==> config.mk <==
export PLATFORM = sky130hd
export DESIGN_NAME = sha256_digest_reader
export DESIGN_NICKNAME = d
export VERILOG_FILES = /design/src/rtl/sha256_digest_reader.sv
export SDC_FILE = /design/constraint.sdc
export NUM_CORES = 1
export LEC_CHECK = 0
export CORE_MARGIN = 2
export CORE_UTILIZATION = 53
export DETAILED_ROUTE_END_ITERATION = 8
export PLACE_DENSITY = 0.93
export SLEW_MARGIN = 5
export SYNTH_ARGS = -nofsm -noshare
export SYNTH_HDL_FRONTEND = slang
export SYNTH_SLANG_ARGS = --single-unit
==> constraint.sdc <==
create_clock -name clk_i -period 16.1 [get_ports clk_i]
set_input_delay 3.22 -clock clk_i [delete_from_list [all_inputs] [get_ports clk_i]]
set_output_delay 3.22 -clock clk_i [all_outputs]
set_load 0.02 [all_outputs]
==> src/rtl/sha256_digest_reader.sv <==
// Captures a finished SHA-256 digest on the rising edge of the core's ready flag
// and streams it out as four 64-bit beats over a valid/ready handshake.
module sha256_digest_reader #(
   parameter int MSB_FIRST = 1,
   parameter int CNT_W     = 8
) (
   input  logic             clk_i,
   input  logic             rst_i,
   input  logic             hash_ready_i,
   input  logic [255:0]     hash_i,
   input  logic             clear_i,
   output logic [63:0]      dout_o,
   output logic             dout_valid_o,
   input  logic             dout_ready_i,
   output logic [1:0]       dout_idx_o,
   output logic             dout_last_o,
   output logic             busy_o,
   output logic             overrun_o,
   output logic [CNT_W-1:0] drop_cnt_o
);

   typedef enum logic {
      IDLE = 1'b0,
      SEND = 1'b1
   } state_t;

   state_t             state_q, state_d;
   logic               ready_q;
   logic [255:0]       digest_q, digest_d;
   logic [1:0]         beat_q, beat_d;
   logic               overrun_q, overrun_d;
   logic [CNT_W-1:0]   drop_cnt_q, drop_cnt_d;

   logic               done;
   logic               xfer;
   logic               last_xfer;

   function automatic logic [CNT_W-1:0] sat_inc(input logic [CNT_W-1:0] v);
      if (&v) begin
         return v;
      end
      return v + CNT_W'(1);
   endfunction

   // Beat 0 is the most significant word when MSB_FIRST, matching hex-string order.
   function automatic logic [63:0] beat_sel(input logic [255:0] d, input logic [1:0] b);
      logic [1:0] k;
      k = (MSB_FIRST != 0) ? ~b : b;
      case (k)
         2'd0:    return d[63:0];
         2'd1:    return d[127:64];
         2'd2:    return d[191:128];
         default: return d[255:192];
      endcase
   endfunction

   assign done      = hash_ready_i & ~ready_q;
   assign xfer      = (state_q == SEND) & dout_ready_i;
   assign last_xfer = xfer & (beat_q == 2'd3);

   always_comb begin
      state_d    = state_q;
      digest_d   = digest_q;
      beat_d     = beat_q;
      overrun_d  = overrun_q;
      drop_cnt_d = drop_cnt_q;

      if (clear_i) begin
         overrun_d  = 1'b0;
         drop_cnt_d = '0;
      end

      case (state_q)
         IDLE: begin
            if (done) begin
               digest_d = hash_i;
               beat_d   = 2'd0;
               state_d  = SEND;
            end
         end
         default: begin
            if (last_xfer) begin
               beat_d = 2'd0;
               if (done) begin
                  digest_d = hash_i;
               end else begin
                  state_d = IDLE;
               end
            end else if (xfer) begin
               beat_d = beat_q + 2'd1;
            end
            // A completion that cannot be handed straight over is lost; a drop
            // takes priority over a simultaneous clear.
            if (done && !last_xfer) begin
               overrun_d  = 1'b1;
               drop_cnt_d = sat_inc(clear_i ? '0 : drop_cnt_q);
            end
         end
      endcase
   end

   always_ff @(posedge clk_i or posedge rst_i) begin
      if (rst_i) begin
         state_q    <= IDLE;
         ready_q    <= 1'b1;
         digest_q   <= '0;
         beat_q     <= 2'd0;
         overrun_q  <= 1'b0;
         drop_cnt_q <= '0;
      end else begin
         state_q    <= state_d;
         ready_q    <= hash_ready_i;
         digest_q   <= digest_d;
         beat_q     <= beat_d;
         overrun_q  <= overrun_d;
         drop_cnt_q <= drop_cnt_d;
      end
   end

   assign dout_valid_o = (state_q == SEND);
   assign busy_o       = (state_q == SEND);
   assign dout_idx_o   = beat_q;
   assign dout_last_o  = (state_q == SEND) & (beat_q == 2'd3);
   assign dout_o       = beat_sel(digest_q, beat_q);
   assign overrun_o    = overrun_q;
   assign drop_cnt_o   = drop_cnt_q;

endmodule

==> impl_results.md, run 1 <==
- Synth unique cells: 38
- H-tree levels: 1
- Clock Skew: ~0.022 ns
- Ys flop type: dfrtp_1
- Syn-to-layout area delta: 32.4%
- Pwr dens: roughly 210 nW/µm²
- Number of routed nets with antenna violations: 0
- Die Y: approximately 160 µm
- Clk pwr share: between 10% and 20%
- Post-Route WL: ~33,000 µm
- Post-Syn Area: 13,100 µm²
- Status: finished, final reports clean
- Syn_area_per_cell: 15.7 µm²
- Yosys Warn Count: 0
- Inserted Clock Buffers: 29
- Fmax: between 100 and 150 MHz
- Core area: ~24,000 µm²
- Reg2reg end: digest_q[99]
- Clock Tree Root: clkbuf_16
- Fin crit share: 43.2%
- Vias in the first global route: around 9,300
- Post-synth ARST share: 100%
- Drt pass-1 iters: 8
- WP data required: between 15 and 20 ns
- Top Ports: 339
- Port bufs: about 340
- Pin count of the biggest net entering global routing: between 100 and 150
- Setup crit end kind: flip-flop
- Seq pwr share: around 34%
- Met2 wire len: about 16,000 µm
- Gr ovfl total: 0
- CTS tree: done
- DRC errors left: 0
- Setup Viol. Count Final: 0
- Crit path max fanout: 65
- Crit path capture: digest_q[99]
- Vias: between 8,000 and 9,000
- Setup CP Type: primary input to flip-flop
- # fillers: 1,534
- Minimum clock period: between 6 and 7 ns
- Final-report max-slew violation count: 0
- Clk_lat worst skew: about 0.54 ns
- DR WL met3: between 3000 and 4000 µm
- Post-layout nets: between 1,000 and 1,500
- Worst setup SP type: primary input
- Fraction of layout instances using a drive strength above 1: 27.5%
- Leakage: 7.67 nW
- Final Hold Slack: ~0.51 ns
- R2R depth: 7
- Initial DRC count: 803
- WL per Instance: between 20 and 25 µm
- Worst Max-Slew Pin Slew: ~1.2 ns
- Internal power: 2.38 mW
- Fin. Hold Viols: 0
- Wire length on met1: between 10,000 and 15,000 µm
- Synthesized net count: ~1,100
- Worst Setup SP: dout_ready_i
- Post-CTS Setup Inserts: 0
- Initial antenna violation count: 0
- Synthesized flop and latch total: about 270
- RSZ-0062 raised after global routing: no
- CP arrival: roughly 7.4 ns
- Clock Sinks: 269
- Reg2reg start: dout_idx_o[0]
- Rel. slew slack: ~22%
- GRT Total Usage: 25.5%
- R2R setup slack: 10.59 ns
- Via-per-instance ratio: ~5.6
- Deepest clock path buffer count: 3
- Detail Placement HPWL: 22,200 µm
- Clock-pin slew on the worst setup and hold paths: 0.06 ns
- Max Cap Viol: 0
- Final setup TNS: 0 ns
- Switch Pwr: 1.21 mW
- Die Width: approximately 160 µm
- Type of the most critical hold path: flip-flop to flip-flop
- Die ar.: around 26,000 µm²
- Switching Fraction: about a third
- CTS Hold Bufs: 0
- Comb pwr share: between 40 and 50%
- Sequential element share of the synthesized area: approximately half
- FP Rows: 57
- Top sig layer: met4
- GPL Wtd Cong: 0.833
- Mapped Cells: between 800 and 900
- Post-CTS Resized: 0
- Peak supply drop: around 0.12 mV
- Initial Util: roughly 54%
- Post-synth EDFFs: 0
- Diode count: 0
- Global-route wire length before repair: ~52,000 µm
==> power groups by stage <==
stage | combinational, mW | sequential, mW | clock [mW]
after floorplan | 1.15 | 1.15 | 0
after detailed placement | 1.68 | 1.22 | 0
final | 1.68 | 1.23 | 0.678
after CTS | 1.69 | 1.22 | 0.690
after global placement | 1.63 | 1.20 | 0
after global routing | 1.77 | 1.26 | 0.720
==> cell families (layout without fill, tap and decap cells) <==
logic type      count (synthesis)  in the layout  share of synthesized area [%]
mux                           321            321                           33.9
simple gates                   21             21                           1.03
fa+ha+maj                       4              4                          0.383
compound gates                 87             87                           6.30
buf+inv                       130            470                           6.82
flops                         269            269                           51.5
==> cell usage in the layout (no fill, tap or decap), drive strengths merged, types with 4 or more instances in the layout <==
cell / instances
mux2: 257
dfrtp: 268
clkinv: 8
ha: 4
inv: 69
clkbuf: 39
bufinv: 4
mux2i: 64
a222oi: 64
nor2b: 4
buf: 10
a41oi: 4
a211oi: 4
clkdlybuf4s50: 338
==> Yosys cell counts (2+ instances only) <==
master / count / share of area, %
a211oi_1: 4 / 0.23
a21oi_1: 3 / 0.11
a222oi_1: 64 / 4.9
a311oi_1: 3 / 0.20
a31oi_1: 2 / 0.096
a41oi_1: 4 / 0.27
and2_1: 2 / 0.096
and4_1: 2 / 0.13
buf_1: 12 / 0.34
buf_12: 22 / 3.4
buf_2: 3 / 0.11
buf_6: 5 / 0.43
clkbuf_1: 18 / 0.52
dfrtp_1: 268 / 51
ha_1: 4 / 0.38
inv_1: 69 / 2.0
mux2_2: 17 / 1.5
mux2_4: 240 / 28
mux2i_1: 64 / 4.9
nand2_1: 3 / 0.086
nand3_1: 2 / 0.077
nor2b_1: 4 / 0.19
o31ai_1: 2 / 0.11
==> metal layers <==
metal  up-vias  GRT usage, %
li1       3687             -
met1      4207          30.5
met2       392          43.8
met3        79          7.55
met4         0          9.29
met5         -             0
==> layout make-up <==
type / instances / area (µm²) / area share [%]
well taps: 324 / 405 / 2.34
clock inverters: 14 / 183 / 1.06
repair buffers: 348 / 3460 / 20.0
clock buffers: 39 / 793 / 4.58
flip-flops and latches: 269 / 6730 / 38.9
multi-input cells: 433 / 5460 / 31.6
inverters: 69 / 267 / 1.54
==> flip-flops by register name, indices dropped and copies added, names as in the netlist <==
name        flops
digest_q      256
drop_cnt_o      8
dout_idx_o      2
busy_o          1
overrun_o       1
ready_q         1
==> metrics by stage <==
stage / power (mW) / std cells / util (%) / instance area [µm²] / worst slack (ns)
6_report: 3.59 / 1496 / 71.4 / 17300 / 9.15
4_1_cts: 3.61 / 1496 / 71.4 / 17300 / 9.15
5_1_grt: 3.76 / 1496 / 71.4 / 17300 / 8.96
3_5_place_dp: 2.90 / 1443 / 67.3 / 16300 / 8.61
3_3_place_gp: 2.83 / 1443 / 67.3 / 16300 / 8.64
2_1_floorplan: 2.31 / 832 / - / 13100 / 5.47
==> worst min path at each step <==
stage,cells after the start,slack [ns],end,from
global placement,1,0.49,digest_q[141],digest_q[141]
finish,1,0.51,digest_q[205],digest_q[205]
detailed placement,1,0.49,digest_q[171],digest_q[171]
floorplan,1,0.48,digest_q[128],digest_q[128]
global route,1,0.52,digest_q[193],digest_q[193]
CTS,1,0.51,digest_q[205],digest_q[205]
==> worst max-delay path: stages <==
cell             delay [ns]
clkdlybuf4s50_1        0.60
a21boi_4               0.14
nor2_4                 0.93
buf_4                  0.94
buf_4                  1.03
mux2_2                 0.42
(Power assumes the default switching activity.)
==> run 2: changes to the inputs <==
Settings changed: CORE_UTILIZATION 53 to 45, PLACE_DENSITY 0.93 to 0.85.
Clock period 16.1 ns to 6.19 ns, I/O delays scaled along.
==> run 2 against run 1 <==
Clock-buffer cell count is 1 higher. Cell area is 1.4% higher. Highest routed layer is now met5. Sequential power grew to 2.6 times the previous value. Global-route usage is 3.5 points lower. Largest cell class unchanged. Register-to-register slack worse by 7.7 ns.
==> impl_results.md, run 2 (synthesized netlist as in run 1, its figures left out) <==
- Status: finished, final reports clean
- Die ar.: 30,400 µm² (+17%)
- GRT Total Usage: 21.9% (-3.5 points)
- Gr ovfl total: 0 (unchanged)
- CP arrival: 3.63 ns (-3.75 ns)
- Deepest clock path buffer count: 3 (unchanged)
- GPL Wtd Cong: 0.869 (+4.3%)
- CTS tree: done
- Worst setup SP type: flip-flop
- Setup CP Type: flip-flop to primary output
- Fraction of layout instances using a drive strength above 1: 28.1% (+0.62 points)
- Most frequent cells in the layout: clkdlybuf4s50_1, dfrtp_1, mux2_4, inv_1
- RSZ-0062 raised after global routing: no
- Most common cell after layout, fill and taps aside: clkdlybuf4s50_1
- Post-Route WL: 33,800 µm (+1.1%)
- Post-CTS Setup Inserts: 0 (unchanged)
- R2R depth: 5 (-2)
- Clock-pin slew on the worst setup and hold paths: 0.06 ns (about the same)
- WL per Instance: 21.6 µm (-3.2%)
- Post-layout nets: 1,419 (+0.28%)
- Reg area: 6730 µm² (unchanged)
- Peak supply drop: 0.308 mV (+150%)
- Pwr dens: 539 nW/µm² (+160%)
- Final-report max-slew violation count: 0 (unchanged)
- Via-per-instance ratio: 5.37 (-4.0%)
- Die Width: 174 µm (+8.3%)
- Crit path max fanout: 37 (-43%)
- Leakage: 7.75 nW (+1.1%)
- Type of the most critical hold path: flip-flop to flip-flop
- Syn-to-layout area delta: 34.3%
- # fillers: 2,089 (+36%)
- R2R setup slack: 2.88 ns (-7.71 ns)
- Register name with the most flops: digest_q
- Diode count: 0 (unchanged)
- Fin crit share: between 70% and 80%
- Core area: 28,600 µm² (+18%)
- CTS Hold Bufs: 0 (unchanged)
- WP data required: 4.95 ns (-11.57 ns)
- Rel. slew slack: 26.4% (+4.0 points)
- Setup Viol. Count Final: 0 (unchanged)
- FP Rows: 62 (+8.8%)
- Initial antenna violation count: 2 (+2)
- Area occupied by multi-input gates: 5460 µm² (unchanged)
- Max Cap Viol: 0 (unchanged)
- Clock Tree Root: clkbuf_16
- Clock Sinks: 269 (unchanged)
- Min-Delay Path Depth: 1 (unchanged)
- Inserted Clock Buffers: 30 (+3.4%)
- Global-route wire length before repair: 53,000 µm (+1.8%)
- Port bufs: 338 (unchanged)
- Detail Placement HPWL: 22,500 µm (+1.3%)
- Top Ports: 339 (unchanged)
- Fin. Hold Viols: 0 (unchanged)
- Final setup TNS: 0 ns (unchanged)
- Pin count of the biggest net entering global routing: 154 (+29%)
- Minimum clock period: 4.87 ns
- DRC errors left: 0 (unchanged)
- Vias: 8,387 (+0.26%)
- Final WS setup: 1.32 ns (-7.82 ns)
- Initial Util: 45.7% (-8.2 points)
- Fmax: roughly 210 MHz
- Post-CTS Resized: 0 (unchanged)
- Number of routed nets with antenna violations: 0 (unchanged)
- Initial DRC count: 758 (-5.6%)
- H-tree levels: 1 (unchanged)
- Drt pass-1 iters: 8 (unchanged)
- Worst Max-Slew Pin Slew: 1.10 ns (-0.0576 ns)
- Clk_lat worst skew: 0.55 ns (about the same)
- Vias in the first global route: 9,219 (-0.72%)
- Clock Skew: 0.0144 ns (-0.00809 ns)
- Max FFs per register: 256 (unchanged)
- Setup crit end kind: primary output
- Die Y: 174 µm (+8.3%)
- Pre-CTS setup slack: 2.03 ns (-6.57 ns)
## run 2: changes by cell type in the layout (fill, tap and decap cells not counted), sizes merged
cell / delta
clkinvlp: +1
bufinv: +1
clkbuf: +1
buf: +3
inv: +1
clkinv: -1
## run 2: path summary, 6_finish.rpt
| path | from | to |
|---|---|---|
| max in group asynchronous | rst_i | digest_q[237] |
| min in group asynchronous | rst_i | digest_q[148] |
| worst max register to register | dout_idx_o[0] | digest_q[99] |
| worst min-delay path | digest_q[219] | digest_q[219] |
| worst max-delay path | dout_idx_o[1] | dout_o[52] |
| worst min register to register | digest_q[219] | digest_q[219] |
## run 2: cell type report
| class | count | area share [%] |
|---|---|---|
| clock inverter | 16 | 1.25 |
| multi-input combinational | 433 | 31.1 |
| clock buffer | 40 | 4.90 |
| tap | 384 | 2.74 |
| timing repair buffer | 351 | 20.1 |
| sequential | 269 | 38.4 |
| inverter | 69 | 1.50 |
## run 2: routing by layer
metal  vias up  global-route usage, %  wire length [µm]
met5         -                      0                30
met4         4                   6.13               875
met3        64                   5.16              2260
met2       302                   36.6             16400
met1      4315                   28.6             14200
li1       3702                      -                 -
## run 2: metrics by stage
step	util, %	instance area, µm²	cells	hold slack [ns]	power (mW)
after floorplan	-	13100	832	0.481	6.00
final	61.3	17600	1562	0.508	9.46
after global placement	57.5	16500	1506	0.490	7.39
after CTS	61.3	17600	1562	0.509	9.51
after detailed placement	57.5	16500	1506	0.493	7.50
after global routing	61.3	17600	1562	0.523	9.94
## run 2: power breakdown
group          switching (mW)  internal [mW]  leakage (nW)
registers               0.569           2.62          3.24
clock network           0.744           1.18         0.532
logic                    1.82           2.51          3.98
## run 2: worst max-delay path: stages (launching register included)
cell and delay, ns:
dfrtp_1 0.43, inv_1 0.16, ha_2 0.83, buf_4 0.48, a222oi_1 0.21, mux2i_1 0.25
clkdlybuf4s50_1 0.70
